$ cat config.mk
export PLATFORM = sky130hd
export DESIGN_NAME = nn_load_sequencer_flat
export DESIGN_NICKNAME = d
export VERILOG_FILES = /design/src/rtl/nn_load_sequencer_if.sv /design/src/rtl/nn_load_sequencer.sv /design/src/flat_wrapper.sv
export SDC_FILE = /design/constraint.sdc
export NUM_CORES = 1
export LEC_CHECK = 0
export CAP_MARGIN = 0
export CORE_ASPECT_RATIO = 0.5
export CORE_UTILIZATION = 45
export DETAILED_ROUTE_END_ITERATION = 8
export PLACE_DENSITY = 0.68
export SLEW_MARGIN = 40
export SYNTH_ARGS = -nofsm -noshare
export SYNTH_HDL_FRONTEND = slang
export SYNTH_SLANG_ARGS = --single-unit
$ cat constraint.sdc
create_clock -name clk -period 2.47 [get_ports clk]
set_input_delay 0.494 -clock clk [delete_from_list [all_inputs] [get_ports clk]]
set_output_delay 0.494 -clock clk [all_outputs]
set_load 0.01 [all_outputs]
$ cat src/rtl/nn_load_sequencer_if.sv
// nn_load_sequencer_if: run-control bundle between the sequencer,
// the SDRAM loader and the NN compute engine.
// Ports (master = sequencer side):
//   start, ld_busy, layer_done              -> into sequencer
//   get_data, which_data, layer_start,
//   layer_idx, run_busy, done, error        <- out of sequencer
interface nn_load_sequencer_if #(
  parameter int NUMLAYERS = 2
);
  logic                 start;
  logic                 ld_busy;
  logic                 layer_done;
  logic                 get_data;
  logic [NUMLAYERS-1:0] which_data;
  logic                 layer_start;
  logic [NUMLAYERS-1:0] layer_idx;
  logic                 run_busy;
  logic                 done;
  logic                 error;

  modport master (
    input  start,
    input  ld_busy,
    input  layer_done,
    output get_data,
    output which_data,
    output layer_start,
    output layer_idx,
    output run_busy,
    output done,
    output error
  );

  modport slave (
    output start,
    output ld_busy,
    output layer_done,
    input  get_data,
    input  which_data,
    input  layer_start,
    input  layer_idx,
    input  run_busy,
    input  done,
    input  error
  );
endinterface

$ cat src/rtl/nn_load_sequencer.sv
// nn_load_sequencer: loads the image, then per layer loads coefficients
// and runs the compute engine; per-wait watchdog with sticky error.
// Ports: clk, reset_n (async, active low), bus (nn_load_sequencer_if.master).
module nn_load_sequencer #(
  parameter int                 NUMLAYERS = 2,
  parameter int                 LAYERS    = 3,
  parameter int                 TOWIDTH   = 24,
  parameter logic [TOWIDTH-1:0] TIMEOUT   = 24'hFFFFFF
) (
  input  logic                   clk,
  input  logic                   reset_n,
  nn_load_sequencer_if.master    bus
);

  typedef enum logic [3:0] {
    IDLE,
    IMG_REQ,
    IMG_WAIT,
    COEF_REQ,
    COEF_WAIT,
    COMP_START,
    COMP_WAIT,
    DONE,
    ERR
  } state_t;

  localparam logic [NUMLAYERS-1:0] IMG_CODE = '1;
  localparam logic [NUMLAYERS-1:0] LAST     = NUMLAYERS'(LAYERS - 1);
  localparam logic [TOWIDTH-1:0]   WD_MAX   = '1;
  localparam logic [TOWIDTH-1:0]   TO_LAST  = TIMEOUT - TOWIDTH'(1);

  state_t               state, state_d;
  logic [NUMLAYERS-1:0] idx_q, idx_d;
  logic                 err_q, err_d;
  logic [TOWIDTH-1:0]   wd_q;
  logic                 counting;
  logic                 expired;
  logic [NUMLAYERS-1:0] sel;

  assign counting = (state == IMG_REQ)   || (state == IMG_WAIT)  ||
                    (state == COEF_REQ)  || (state == COEF_WAIT) ||
                    (state == COMP_WAIT);

  // The counter starts at 0 on state entry, so the cycle that would
  // make it reach TIMEOUT is the last one allowed in this state.
  assign expired = counting && (TIMEOUT != '0) && (wd_q >= TO_LAST);

  always_comb begin
    state_d = state;
    idx_d   = idx_q;
    err_d   = err_q;
    if (expired) begin
      state_d = ERR;
    end else begin
      unique case (state)
        IDLE: begin
          if (bus.start) begin
            state_d = IMG_REQ;
            idx_d   = '0;
            err_d   = 1'b0;
          end
        end
        IMG_REQ:   if (bus.ld_busy)  state_d = IMG_WAIT;
        IMG_WAIT:  if (!bus.ld_busy) state_d = COEF_REQ;
        COEF_REQ:  if (bus.ld_busy)  state_d = COEF_WAIT;
        COEF_WAIT: if (!bus.ld_busy) state_d = COMP_START;
        COMP_START: state_d = COMP_WAIT;
        COMP_WAIT: begin
          if (bus.layer_done) begin
            if (idx_q == LAST) begin
              state_d = DONE;
            end else begin
              state_d = COEF_REQ;
              idx_d   = idx_q + NUMLAYERS'(1);
            end
          end
        end
        DONE: state_d = IDLE;
        ERR: begin
          state_d = IDLE;
          err_d   = 1'b1;
        end
        default: state_d = IDLE;
      endcase
    end
  end

  always_ff @(posedge clk or negedge reset_n) begin
    if (!reset_n) begin
      state <= IDLE;
      idx_q <= '0;
      err_q <= 1'b0;
      wd_q  <= '0;
    end else begin
      state <= state_d;
      idx_q <= idx_d;
      err_q <= err_d;
      if ((state_d != state) || !counting) begin
        wd_q <= '0;
      end else if (wd_q != WD_MAX) begin
        wd_q <= wd_q + TOWIDTH'(1);
      end
    end
  end

  always_comb begin
    sel = '0;
    unique case (1'b1)
      (state == IMG_REQ)  || (state == IMG_WAIT):  sel = IMG_CODE;
      (state == COEF_REQ) || (state == COEF_WAIT): sel = idx_q;
      default: sel = '0;
    endcase
  end

  assign bus.get_data    = (state == IMG_REQ) || (state == COEF_REQ);
  assign bus.which_data  = sel;
  assign bus.layer_start = (state == COMP_START);
  assign bus.layer_idx   = idx_q;
  assign bus.run_busy    = (state != IDLE);
  assign bus.done        = (state == DONE);
  assign bus.error       = err_q;

endmodule
$ cat src/flat_wrapper.sv
// flat-port wrapper written by rule: the top's interface ports become plain ports
module nn_load_sequencer_flat 
#(
  parameter int                 NUMLAYERS = 2,
  parameter int                 LAYERS    = 3,
  parameter int                 TOWIDTH   = 24,
  parameter logic [TOWIDTH-1:0] TIMEOUT   = 24'hFFFFFF
)
  (clk, reset_n, bus_start, bus_ld_busy, bus_layer_done, bus_get_data, bus_which_data, bus_layer_start, bus_layer_idx, bus_run_busy, bus_done, bus_error);
  nn_load_sequencer_if #(.NUMLAYERS(NUMLAYERS)) bus_i ();
  input  logic clk;
  input  logic reset_n;
  input wire logic [$bits(bus_i.start)-1:0] bus_start;
  input wire logic [$bits(bus_i.ld_busy)-1:0] bus_ld_busy;
  input wire logic [$bits(bus_i.layer_done)-1:0] bus_layer_done;
  output wire logic [$bits(bus_i.get_data)-1:0] bus_get_data;
  output wire logic [$bits(bus_i.which_data)-1:0] bus_which_data;
  output wire logic [$bits(bus_i.layer_start)-1:0] bus_layer_start;
  output wire logic [$bits(bus_i.layer_idx)-1:0] bus_layer_idx;
  output wire logic [$bits(bus_i.run_busy)-1:0] bus_run_busy;
  output wire logic [$bits(bus_i.done)-1:0] bus_done;
  output wire logic [$bits(bus_i.error)-1:0] bus_error;
  assign bus_i.start = bus_start;
  assign bus_i.ld_busy = bus_ld_busy;
  assign bus_i.layer_done = bus_layer_done;
  assign bus_get_data = bus_i.get_data;
  assign bus_which_data = bus_i.which_data;
  assign bus_layer_start = bus_i.layer_start;
  assign bus_layer_idx = bus_i.layer_idx;
  assign bus_run_busy = bus_i.run_busy;
  assign bus_done = bus_i.done;
  assign bus_error = bus_i.error;
  nn_load_sequencer #(.NUMLAYERS(NUMLAYERS), .LAYERS(LAYERS), .TOWIDTH(TOWIDTH), .TIMEOUT(TIMEOUT)) u_core (.clk(clk), .reset_n(reset_n), .bus(bus_i));
endmodule
### Word-level counts from Yosys, hierarchy flattened

Cells that the tools add are included.

* add/subtract/negate cells: 2
* magnitude comparators: 1
* equality and inequality tests: 14
* muxes and demuxes: 18
* bitwise operators: 1
* reduce and logical (&&, ||, !) cells: 16

Operators by type and width (count)
* two-way mux 24 bit: 2
* two-way mux 4 bit: 7
* case mux 4 bit (7 select lines): 1
* adder 24 x 1 -> 24 bit, second input constant: 1
* >= comparator 24 bit, second input constant: 1
* inequality test 24 bit, second input constant: 1
* equality test 4 x 3 -> 1 bit, second input constant: 4
* equality test 4 x 2 -> 1 bit, second input constant: 2
* case mux 2 bit (2 select lines): 2
* logical OR 1 bit: 7
* two-way mux 2 bit: 3
* inequality test 2 bit, second input constant: 3
* nonzero test 2 bit: 3
* AND reduction 5 bit: 1
* equality test 4 x 1 -> 1 bit, second input constant: 1
* equality test 4 bit, second input constant: 1
* logical NOT 4 bit: 1
* inequality test 4 bit: 1
* nonzero test 4 bit: 1
* two-way mux 3 bit: 1
* AND reduction 3 bit: 1
* adder 2 x 1 -> 2 bit, second input constant: 1
* equality test 2 bit, second input constant: 1
* case mux 1 bit (2 select lines): 1
* other kinds (4): 4

* register bits: 31
* input port bits: 5
* output and inout port bits: 9

### Depth between registers and ports, before layout

* word-level depth: 10
* depth in mapped cells: 9
* mapped depth without buffers: 6

### Worst setup path after synthesis

OpenSTA, ideal clock, no wires.

* path type: register to register
* from: reg u_core.wd_q[16]
* to: reg u_core.wd_q[1]
* setup time: 0.089 ns
* arrival: 1.869 ns
* required time: 2.381 ns
* path slack: 0.512 ns
* stages on the path, launching flop included: 10
* buffers on the path: 4
* period minus slack after synthesis: 1.958 ns
* cells stage by stage: dfrtp_1 -> and4_4 -> buf_6 -> and3_4 -> buf_6 -> nor3b_4 -> or3_1 -> buf_6 -> buf_6 -> a211oi_4

* longest elaborated chain between the ends: 6
* elaborated cells on any way between the ends: 8

RTL lines
* start, declared: line nn_load_sequencer.sv:35 `logic [TOWIDTH-1:0] wd_q;`
* start signal, assigned: line nn_load_sequencer.sv:101 `wd_q <= wd_q + TOWIDTH'(1);`
* >= comparator 24 bit: line nn_load_sequencer.sv:46 `assign expired = counting && (TIMEOUT != '0) && (wd_q >= TO_LAST);`
* logical AND 1 bit: line nn_load_sequencer.sv:46
* two-way mux 4 bit: line nn_load_sequencer.sv:52 `if (expired) begin`
* inequality test 4 bit: line nn_load_sequencer.sv:98 `if ((state_d != state) || !counting) begin`
* logical OR 1 bit: line nn_load_sequencer.sv:98
* two-way mux 24 bit / nonzero test 2 bit (equally long branches)

Parallel ways exist; a longest one is shown, timed or not.
A chain may end at the register's enable or synchronous reset.

### Worst setup path after layout

* from: reg u_core.state[2]
* to: out bus_get_data

* longest elaborated chain between the ends: 2
* elaborated cells on any way between the ends: 3

RTL lines
* start, declared: line nn_load_sequencer.sv:32 `state_t state, state_d;`
* start signal, assigned: line nn_load_sequencer.sv:95 `state <= state_d;`
* equality test 4 x 1 -> 1 bit / equality test 4 x 2 -> 1 bit (equally long branches): line nn_load_sequencer.sv:115 `assign bus.get_data = (state == IMG_REQ) || (state == COEF_REQ);`
* logical OR 1 bit (*): line nn_load_sequencer.sv:115
* end, declared: line flat_wrapper.sv:16 `output wire logic [$bits(bus_i.get_data)-1:0] bus_get_data;`

Mark *: on every way between the ends. The rest lies on a longest branch, timed or not.

==> report_table.html <==
<table>
<tr><th>Metric</th><th>Value</th></tr>
<tr><th colspan="2">Synthesis</th></tr>
<tr><td>Sequential cell area fraction in the yosys report</td><td>roughly two fifths</td></tr>
<tr><td>Average size of a mapped cell</td><td>8.93 um2</td></tr>
<tr><td>Proportion of netlist area held by the largest area contributor</td><td>~39%</td></tr>
<tr><td>Area share of fa/ha/maj cells after synthesis</td><td>1.89%</td></tr>
<tr><td>Predominant post-synthesis flop cell</td><td>sky130_fd_sc_hd__dfrtp_1</td></tr>
<tr><td>Post-Synthesis Cells</td><td>223</td></tr>
<tr><td>Top area cells in the synthesized netlist</td><td>sky130_fd_sc_hd__dfrtp_1 (39%), sky130_fd_sc_hd__nor2_1 (5.8%), sky130_fd_sc_hd__nand3_1 (3.5%)</td></tr>
<tr><td>Nets in the synthesized netlist</td><td>between 200 and 250</td></tr>
<tr><td>Yosys synthesis warning count</td><td>0</td></tr>
<tr><td>XOR/XNOR share of the synthesized area</td><td>~5.3%</td></tr>
<tr><td>Fraction of the mapped netlist area in simple logic gates</td><td>30.8%</td></tr>
<tr><td>Post-synthesis register bit count</td><td>31</td></tr>
<tr><td>Share of synthesized area spent on multiplexers</td><td>2.14%</td></tr>
<tr><td>Async S/R FF share, synth</td><td>between 90% and 100%</td></tr>
<tr><td>Unique masters post-synth</td><td>47</td></tr>
<tr><td>Main combinational cell family by area after synthesis</td><td>simple AND/OR/NAND/NOR gates</td></tr>
<tr><td>Cell area after synthesis</td><td>between 1500 and 2000 um2</td></tr>
<tr><td>Cell type contributing the most total cell area after synthesis</td><td>sky130_fd_sc_hd__dfrtp_1</td></tr>
<tr><td>Number of enable-type register cells in the synthesized netlist</td><td>0</td></tr>
<tr><td>Compound-cell area share of the yosys netlist</td><td>between 10% and 20%</td></tr>
<tr><th colspan="2">Global route</th></tr>
<tr><td>Aggregate global routing overflow</td><td>0</td></tr>
<tr><td>GRT Total Usage</td><td>about 20%</td></tr>
<tr><td>Wire length of the first global-routing pass</td><td>~7300 um</td></tr>
<tr><td>Via count of the first global-routing pass</td><td>around 1,600</td></tr>
<tr><td>Pin count of the biggest net entering global routing</td><td>32</td></tr>
<tr><td>Initial antenna violation count</td><td>0</td></tr>
<tr><th colspan="2">STA</th></tr>
<tr><td>Setup repair after global routing missed its margin</td><td>false</td></tr>
<tr><td>Final critical-path share of the clock period</td><td>94.9%</td></tr>
<tr><td>Min cycle time layout</td><td>between 2 and 2.5 ns</td></tr>
<tr><td>Final count of pins violating max slew</td><td>0</td></tr>
<tr><td>Number of hold violations in the final report</td><td>0</td></tr>
<tr><td>Setup Skew</td><td>0.00353 ns</td></tr>
<tr><td>Worst-case headroom to the max-slew limit</td><td>71.6%</td></tr>
<tr><td>Final setup violating endpoints</td><td>0</td></tr>
<tr><td>Sum of negative setup slack</td><td>0 ns</td></tr>
<tr><td>Max Freq</td><td>426 MHz</td></tr>
<tr><td>Transition time at the pin with the least slew margin</td><td>0.422 ns</td></tr>
<tr><th colspan="2">Routing</th></tr>
<tr><td>Per-cell via count in the routed design</td><td>around 5.8</td></tr>
<tr><td>Vias after detailed routing</td><td>about 1,700</td></tr>
<tr><td>DR WL/cell</td><td>approximately 14 um</td></tr>
<tr><td>First DRT Iteration DRCs</td><td>about 110</td></tr>
<tr><td>Post-route DRC violation count</td><td>0</td></tr>
<tr><td>Post-Route WL</td><td>4170 um</td></tr>
<tr><td>Antenna Violating Nets Remaining</td><td>0</td></tr>
<tr><td>First-pass DRT Iterations</td><td>6</td></tr>
<tr><th colspan="2">Floorplanning</th></tr>
<tr><td>Die Footprint</td><td>between 4000 and 5000 um2</td></tr>
<tr><td>Number of core rows</td><td>16</td></tr>
<tr><td>IO Count</td><td>14</td></tr>
<tr><td>Initial cell density of the core</td><td>49.0%</td></tr>
<tr><td>DIE WIDTH</td><td>~96 um</td></tr>
<tr><td>Height of the die</td><td>49.0 um</td></tr>
<tr><td>Core region area</td><td>roughly 4100 um2</td></tr>
<tr><th colspan="2">Clock network</th></tr>
<tr><td>CTS tree</td><td>done</td></tr>
<tr><td>Library cell used as clock root buffer</td><td>sky130_fd_sc_hd__clkbuf_8</td></tr>
<tr><td>Sink count of the clock tree</td><td>31</td></tr>
<tr><td>Number of H-tree levels</td><td>2</td></tr>
<tr><td>CTS buffer count</td><td>5</td></tr>
<tr><td>Skew-Pair Late Insertion Delay</td><td>about 0.28 ns</td></tr>
<tr><td>Maximum clock path buffer count</td><td>2</td></tr>
<tr><td>Clock Pin Slew Worst Setup and Hold Paths</td><td>0.06 ns</td></tr>
<tr><th colspan="2">Setup path</th></tr>
<tr><td>Internal reg-to-reg setup slack</td><td>0.43 ns</td></tr>
<tr><td>Slowest Stage Delay on Critical Path</td><td>~0.54 ns</td></tr>
<tr><td>Arrival time reported for the critical path endpoint</td><td>roughly 1.9 ns</td></tr>
<tr><td>Critical path startpoint</td><td>u_core.state[2]</td></tr>
<tr><td>Levels on crit path</td><td>4</td></tr>
<tr><td>Highest fanout seen on the critical path</td><td>15</td></tr>
<tr><td>Crit path to</td><td>bus_get_data</td></tr>
<tr><td>Count of cells along the worst register-to-register path</td><td>6</td></tr>
<tr><td>Reg-to-Reg Start</td><td>u_core.wd_q[13]</td></tr>
<tr><td>Kind of capture point of the worst setup path</td><td>primary output</td></tr>
<tr><td>Critical path cell sequence</td><td>buf_4, nand2b_1, nor2_1, clkdlybuf4s50_1</td></tr>
<tr><td>Setup CP Type</td><td>flip-flop to primary output</td></tr>
<tr><td>Buffers plus inverters on the worst setup path</td><td>2</td></tr>
<tr><td>Category of cells accounting for the largest share of critical-path delay</td><td>buffers and inverters</td></tr>
<tr><td>Data required, critical path</td><td>around 2.0 ns</td></tr>
<tr><td>Slowest-stage cell, CP</td><td>sky130_fd_sc_hd__clkdlybuf4s50_1</td></tr>
<tr><td>Type of element launching the critical path</td><td>flip-flop</td></tr>
<tr><td>Critical R2R Capture</td><td>u_core.wd_q[2]</td></tr>
<tr><th colspan="2">Placement</th></tr>
<tr><td>Final estimated routing congestion in global placement</td><td>roughly 0.78</td></tr>
<tr><td>Number of placed cells counting well taps</td><td>approximately 280</td></tr>
<tr><td>HPWL after detailed placement</td><td>around 2900 um</td></tr>
<tr><td>Number of input and output port buffers inserted</td><td>13</td></tr>
<tr><th colspan="2">Pwr</th></tr>
<tr><td>Total internal power</td><td>between 1 and 1.5 mW</td></tr>
<tr><td>Cell Pwr Density</td><td>between 700 and 800 nW/um2</td></tr>
<tr><td>Fraction of power spent switching nets</td><td>between 30% and 40%</td></tr>
<tr><td>Leakage</td><td>just under 0.9 nW</td></tr>
<tr><td>Part of the power in registers</td><td>between 30% and 40%</td></tr>
<tr><td>Relative contribution of combinational cells to total power</td><td>about 40%</td></tr>
<tr><td>Net switching power figure</td><td>~0.67 mW</td></tr>
<tr><td>Largest vdd supply drop</td><td>311 uV</td></tr>
<tr><td>Clk pwr share</td><td>22.3%</td></tr>
<tr><th colspan="2">Layout</th></tr>
<tr><td>Ratio of cells with drive above 1 in the final layout</td><td>between 10% and 20%</td></tr>
<tr><td>Filler-free cell count of the finished design</td><td>292</td></tr>
<tr><td>Layout net count</td><td>around 250</td></tr>
<tr><td>Growth of design area from synthesis to finish</td><td>13.5%</td></tr>
<tr><td>Count of antenna diodes in the layout</td><td>0</td></tr>
<tr><td>Fill cell count</td><td>380</td></tr>
<tr><th colspan="2">Flow run</th></tr>
<tr><td>Number of max-cap violations</td><td>0</td></tr>
<tr><th colspan="2">Outcome</th></tr>
<tr><td>Result of the run</td><td>finished clean</td></tr>
<tr><th colspan="2">Min path</th></tr>
<tr><td>Worst hold-check path type</td><td>flip-flop to flip-flop</td></tr>
</table>
[area by class of cell]
cell class                 instances  area (um2)  share of cell area, %
multi-input combinational        174        1110                   49.0
sequential                        31         778                   34.5
timing repair buffer              20         195                   8.64
clock buffer                       6        82.6                   3.66
tap                               54        67.6                   2.99
inverter                           6        22.5                  0.997
clock inverter                     1        5.00                  0.222
[sequential cells by signal (all words and copies together), names as in the netlist]
register	cells
u_core.state	4
u_core.wd_q	24
u_core.bus.layer_idx	2
u_core.bus.error	1
[worst min path at each step]
stage	cells past startpoint	end	slack [ns]	startpoint
after floorplan	0	u_core.bus.error	0.20	reset_n
after global placement	1	u_core.bus.error	0.49	u_core.bus.error
after detailed placement	1	u_core.bus.error	0.49	u_core.bus.error
after CTS	1	u_core.bus.error	0.51	u_core.bus.error
after global routing	1	u_core.bus.error	0.54	u_core.bus.error
final	1	u_core.bus.error	0.50	u_core.bus.error
[synthesized netlist by cell type, types with 3 or more instances]
| cell | instances |
|---|---|
| sky130_fd_sc_hd__and2_1 | 3 |
| sky130_fd_sc_hd__nor3b_1 | 3 |
| sky130_fd_sc_hd__nand2_1 | 13 |
| sky130_fd_sc_hd__or3_1 | 3 |
| sky130_fd_sc_hd__and3_1 | 10 |
| sky130_fd_sc_hd__nor3_1 | 10 |
| sky130_fd_sc_hd__xnor2_1 | 8 |
| sky130_fd_sc_hd__nand4_1 | 7 |
| sky130_fd_sc_hd__ha_1 | 3 |
| sky130_fd_sc_hd__inv_1 | 6 |
| sky130_fd_sc_hd__a21oi_2 | 4 |
| sky130_fd_sc_hd__or4_1 | 4 |
| sky130_fd_sc_hd__buf_6 | 5 |
| sky130_fd_sc_hd__nor4_1 | 4 |
| sky130_fd_sc_hd__o21ai_0 | 8 |
| sky130_fd_sc_hd__dfrtp_1 | 31 |
| sky130_fd_sc_hd__xor2_1 | 4 |
| sky130_fd_sc_hd__and4_1 | 3 |
| sky130_fd_sc_hd__clkbuf_1 | 4 |
| sky130_fd_sc_hd__nor2_1 | 31 |
| sky130_fd_sc_hd__a21oi_1 | 8 |
| sky130_fd_sc_hd__o31ai_1 | 3 |
| sky130_fd_sc_hd__nand3_1 | 14 |
| sky130_fd_sc_hd__a31oi_1 | 4 |
[metrics by stage]
step	power [mW]	worst slack, ns	util, %	cell area (um2)	hold slack [ns]
2_1_floorplan	1.17	0.512	-	1990	0.198
3_3_place_gp	1.38	0.209	53.2	2160	0.485
3_5_place_dp	1.39	0.118	53.2	2160	0.491
4_1_cts	1.80	0.0662	55.4	2250	0.507
5_1_grt	1.93	0.00943	55.6	2260	0.541
6_report	1.80	0.125	55.6	2260	0.503
[cell families after synthesis]
| group | after synthesis |
|---|---|
| AO/OA/AOI/OAI | 41 |
| XOR/XNOR | 12 |
| flip-flops | 31 |
| AND/OR/NAND/NOR | 114 |
| adder cells (fa/ha/maj) | 3 |
| multiplexers | 4 |
| buffers and inverters | 18 |
[repair_timing]
action                                  CTS  global route
endpoints found under the setup margin    2             2
hold buffers                              0             0
resized for setup                         1             2
buffers inserted                          0             1
[worst register-to-register path: stages (launching register included)]
cell	delay [ns]
sky130_fd_sc_hd__dfrtp_1	0.44
sky130_fd_sc_hd__and4_1	0.29
sky130_fd_sc_hd__and3_4	0.23
sky130_fd_sc_hd__nor3b_4	0.16
sky130_fd_sc_hd__or3_1	0.40
sky130_fd_sc_hd__buf_12	0.19
sky130_fd_sc_hd__nor3_1	0.24
[power groups by stage]
stage	Clock, mW	Sequential, mW	Combinational, mW
3_5_place_dp	0	0.677	0.709
3_3_place_gp	0	0.677	0.698
4_1_cts	0.413	0.670	0.713
5_1_grt	0.436	0.684	0.810
6_report	0.401	0.671	0.726
2_1_floorplan	0	0.609	0.566
[layer usage]
metal	track usage [%]	share of wire (%)
met5	0	0
met4	6.22	1.1
met3	7.32	3.6
met2	30.9	45
met1	27.5	50
[cell usage in the layout (no fill, tap or decap), types with 3 or more instances in the layout]
cell type                         count
sky130_fd_sc_hd__a21oi_1              8
sky130_fd_sc_hd__a21oi_2              4
sky130_fd_sc_hd__a31oi_1              4
sky130_fd_sc_hd__and2_1               3
sky130_fd_sc_hd__and3_1              10
sky130_fd_sc_hd__and4_1               3
sky130_fd_sc_hd__buf_4                6
sky130_fd_sc_hd__clkbuf_8             6
sky130_fd_sc_hd__clkdlybuf4s50_1     13
sky130_fd_sc_hd__dfrtp_1             29
sky130_fd_sc_hd__ha_1                 3
sky130_fd_sc_hd__inv_1                5
sky130_fd_sc_hd__nand2_1             13
sky130_fd_sc_hd__nand3_1             14
sky130_fd_sc_hd__nand4_1              7
sky130_fd_sc_hd__nor2_1              31
sky130_fd_sc_hd__nor3_1              10
sky130_fd_sc_hd__nor3b_1              3
sky130_fd_sc_hd__nor4_1               4
sky130_fd_sc_hd__o21ai_0              8
sky130_fd_sc_hd__o31ai_1              3
sky130_fd_sc_hd__or3_1                3
sky130_fd_sc_hd__or4_1                4
sky130_fd_sc_hd__xnor2_1              8
sky130_fd_sc_hd__xor2_1               4
Note: power is estimated with default switching activity, not from simulation.
==> edit 1 (same settings) <==
`NUMLAYERS` is set to 2 in 3 places; all go to 1.
--- a/src/rtl/nn_load_sequencer_if.sv
+++ b/src/rtl/nn_load_sequencer_if.sv
@@ -6,5 +6,5 @@
 //   layer_idx, run_busy, done, error        <- out of sequencer
 interface nn_load_sequencer_if #(
-  parameter int NUMLAYERS = 2
+  parameter int NUMLAYERS = 1
 );
   logic                 start;
--- a/src/rtl/nn_load_sequencer.sv
+++ b/src/rtl/nn_load_sequencer.sv
@@ -3,5 +3,5 @@
 // Ports: clk, reset_n (async, active low), bus (nn_load_sequencer_if.master).
 module nn_load_sequencer #(
-  parameter int                 NUMLAYERS = 2,
+  parameter int                 NUMLAYERS = 1,
   parameter int                 LAYERS    = 3,
   parameter int                 TOWIDTH   = 24,
--- a/src/flat_wrapper.sv
+++ b/src/flat_wrapper.sv
@@ -2,5 +2,5 @@
 module nn_load_sequencer_flat 
 #(
-  parameter int                 NUMLAYERS = 2,
+  parameter int                 NUMLAYERS = 1,
   parameter int                 LAYERS    = 3,
   parameter int                 TOWIDTH   = 24,
Ports: changed (resized bus_layer_idx and bus_which_data); port bits go from 14 to 12. No check against the original RTL was run, so the function may have changed too.
==> edit 1 against the original RTL <==
  * Synthesized cell count shrank 16%
  * Worst setup slack improved by 110 ps
  * Sequential cell count down 2
  * Total power is 19% lower
  * Non-clock buffer count decreased by 5
  * Via count shrank 18%
  * Area after synthesis down 13%
  * Design area decreased by 14%
  * Wire length down 15%
  * Largest power group is now registers
==> edit 1: results <==
{
  "drtPass1Iterations": 4,
  "dp_hpwl_um": 2430,
  "switching_power_uw": 488,
  "leakagePower_nw": 0.756,
  "synth_common_cells": "dfrtp_1 (29), nor2_1 (29), xnor2_1 (18), nand2_1 (16), nor3_1 (11)",
  "wirelength_um": 3560,
  "reg2regPathDepth": 8,
  "drtIter0Drc": 91,
  "p_clk_uw": 427,
  "yosysUniqueCellTypes": 44,
  "timing.critical_path.from": "u_core.state[3]$_DFF_PN0_",
  "gp_congestion": 0.837,
  "ys_seq_area_share_pct": 42.0,
  "grt_pass1_wl_um": 5910,
  "whs_endpoint": "u_core.bus.error$_DFFE_PN0P_",
  "grt_use_total_pct": 20.0,
  "cp.arrival_ps": 1750,
  "drive_above_1_share_pct": 10.6,
  "rrSetupSlack_ps": 310,
  "vias": 1393,
  "dpl_worst_slack_ps": 329,
  "cts_resized": 0,
  "synthTopCellsByArea": "dfrtp_1 (42%), xnor2_1 (9.1%), nor2_1 (6.3%)",
  "avgSynthCellArea_um2": 9.19,
  "io_buffers": 10,
  "power_frac_comb_pct": 32.2,
  "via_per_inst": 5.57,
  "worst_pin_slew_ps": 595,
  "clockPowerShare_pct": 29.1,
  "fin_skew_ps": 3.64,
  "post-cts-setup-buffer-count": 0,
  "status": "finished, final reports clean",
  "nets": 205,
  "critPathMaxStageDelay_ps": 570,
  "crit_fanout": 8,
  "hold_slack_ps": 503,
  "r2r-start": "u_core.wd_q[0]$_DFFE_PN0P_",
  "cp-endpoint": "bus_layer_start"
}
edit 1: metal layers:
layer  global-route usage, %  vias to the layer above  part of all wire, %
li1                        -                      685                    -
met1                    25.6                      673                   49
met2                    32.3                       29                   45
met3                    5.43                        6                  3.8
met4                    9.21                        0                  1.7
met5                       0                        -                    0
edit 1: final cells by class:
class                      instances  area (µm²)  share of cell area, %
clock buffer                       7        96.3                   4.95
clock inverter                     1        5.00                  0.257
inverter                           4        15.0                  0.771
multi-input combinational        143         903                   46.4
sequential                        29         726                   37.3
tap                               51        63.8                   3.28
timing repair buffer              15         138                   7.07
edit 1: logic make-up (layout without fill, tap and decap cells):
family	after synthesis	after routing	synth area share [%]
AO/OA/AOI/OAI	25	25	10.4
XOR/XNOR	19	19	9.63
adder cells (fa/ha/maj)	2	2	1.45
buffers and inverters	16	27	5.72
flip-flops	29	29	42.0
multiplexers	1	1	0.579
other	1	1	0.217
AND/OR/NAND/NOR	95	95	30.0
==> edit 2 (same flow settings) <==
Without the edit above. The 9 states of `state_t` get a Gray code encoding in 4 bits.
--- a/src/rtl/nn_load_sequencer.sv
+++ b/src/rtl/nn_load_sequencer.sv
@@ -14,13 +14,13 @@
 
   typedef enum logic [3:0] {
-    IDLE,
-    IMG_REQ,
-    IMG_WAIT,
-    COEF_REQ,
-    COEF_WAIT,
-    COMP_START,
-    COMP_WAIT,
-    DONE,
-    ERR
+    IDLE       = 4'b0000,
+    IMG_REQ    = 4'b0001,
+    IMG_WAIT   = 4'b0011,
+    COEF_REQ   = 4'b0010,
+    COEF_WAIT  = 4'b0110,
+    COMP_START = 4'b0111,
+    COMP_WAIT  = 4'b0101,
+    DONE       = 4'b0100,
+    ERR        = 4'b1100
   } state_t;
 
Function: no difference found for any inputs over 10 cycles, from zero or initial values and one cycle with reset_n low; not proved beyond that.
==> edit 2 against the original RTL <==
  * Worst setup slack better by 74 ps
  * Sequential cell count stayed put
  * Combinational power up 35%
  * Total power increased by 22%
  * Clock skew is essentially flat
  * Area after synthesis increased by 13%
  * Design area is 14% higher
  * Wire length grew 9.5%
==> edit 2: results <==
{
  "wirelength_um": 4570,
  "nets": 245,
  "dp.cells": 296,
  "synth_flop_cell": "dfrtp_1",
  "largest_reg_flops": 24,
  "routedWlPerCell_um": 15.0,
  "cp.arrival_ps": 1780,
  "grt_max_degree": 32,
  "dp_hpwl_um": 3270,
  "status": "finished, final reports clean",
  "fillerInstances": 407,
  "syn_nets": 225,
  "drtPass1Iterations": 4,
  "clockBufferDepth": 2,
  "grt_use_total_pct": 20.0,
  "cts_buffers": 5,
  "regMostFlops": "u_core.wd_q",
  "ir_worst_vdd_v": 0.000506,
  "leakagePower_nw": 0.948,
  "h-tree-depth": 2,
  "ys_seq_area_share_pct": 34.6,
  "path_clk_slew_ps": 70,
  "rrSetupSlack_ps": 380,
  "cts-root-buf": "clkbuf_8",
  "yosysWarnings": 0,
  "drive_above_1_share_pct": 27.3,
  "yosysUniqueCellTypes": 52,
  "synth_common_cells": "dfrtp_1 (31), nand2_1 (22), xnor2_1 (20), nor3_2 (19)",
  "seqCellArea_um2": 779,
  "grt_pass1_wl_um": 7890,
  "worstSetupPathType": "reg -> out",
  "via_per_inst": 5.58,
  "synthTopCellsByArea": "dfrtp_1 (35%), nor3_2 (8.5%), xnor2_1 (7.8%)",
  "gp_congestion": 0.783,
  "antenna_cells": 0,
  "hold_path_class": "reg -> reg",
  "async_flop_share_pct": 100,
  "fin_skew_ps": 3.97,
  "io_buffers": 13,
  "drtIter0Drc": 55,
  "syn_inst": 217,
  "worst_pin_slew_ps": 583,
  "antenna_found_initial": 0,
  "grt_pass1_vias": 1715,
  "crit_fanout": 8,
  "clk_latency_ps": 290
}
## edit 2: path summary, 6_finish.rpt
path                                                     startpoint  cells past startpoint                             endpoint
worst max register to register           u_core.wd_q[1]$_DFFE_PN0P_                      7          u_core.wd_q[15]$_DFFE_PN0P_
max in group asynchronous                                   reset_n                      2            u_core.state[2]$_DFF_PN0_
worst max-delay path                      u_core.state[1]$_DFF_PN0_                      5                    bus_which_data[1]
worst min register to register  u_core.bus.layer_idx[0]$_DFFE_PN0P_                      1  u_core.bus.layer_idx[0]$_DFFE_PN0P_
worst min-delay path            u_core.bus.layer_idx[0]$_DFFE_PN0P_                      1  u_core.bus.layer_idx[0]$_DFFE_PN0P_
min in group asynchronous                                   reset_n                      2           u_core.wd_q[1]$_DFFE_PN0P_
## edit 2: power breakdown
| group | switching, mW | total, mW | internal, mW |
|---|---|---|---|
| clock network | 0.204 | 0.530 | 0.326 |
| registers | 0.120 | 0.684 | 0.564 |
| logic | 0.546 | 0.980 | 0.434 |
## edit 2: cells by family (layout without fill, tap and decap cells)
kind of cell,count (synthesis),count (layout),synth area share (%)
XOR/XNOR,21,21,8.20
AND/OR/NAND/NOR,102,102,31.6
buffers and inverters,19,40,6.30
AO/OA/AOI/OAI,37,37,15.8
flip-flops,31,31,34.6
multiplexers,4,4,1.78
adder cells (fa/ha/maj),3,3,1.67
## edit 2: worst max-delay path, stage by stage (launching register included)
cell	delay [ps]
dfrtp_2	460
inv_2	100
nor2_2	160
nand2_1	80
a21oi_1	130
clkdlybuf4s50_1	550
## edit 2: cell type report
type                       instances  share of cell area [%]
multi-input combinational        167                    51.7
sequential                        31                    30.2
clock buffer                       6                    3.20
timing repair buffer              24                    9.21
tap                               66                    3.20
inverter                           8                    1.16
clock inverter                     2                    1.36
## edit 2: metal layers
layer	vias up	wire [µm]	track usage, %
li1	828	-	-
met4	0	75	6.19
met3	8	172	7.26
met1	830	2040	23.5
met5	-	0	0
met2	31	2280	34.6
## edit 2: stage by stage
step / cell area, µm² / hold WS [ps] / total power, mW / worst slack (ps)
floorplan: 2240 / 198 / 1.38 / 545
global placement: 2460 / 513 / 1.64 / 224
detailed placement: 2460 / 531 / 1.67 / 167
CTS: 2570 / 540 / 2.20 / 37.0
global route: 2580 / 578 / 2.34 / 94.3
finish: 2580 / 536 / 2.19 / 199
## edit 2: repair_timing
action	CTS	global route
endpoints found under the setup margin	0	3
gates resized for setup	0	4
buffers inserted	0	0
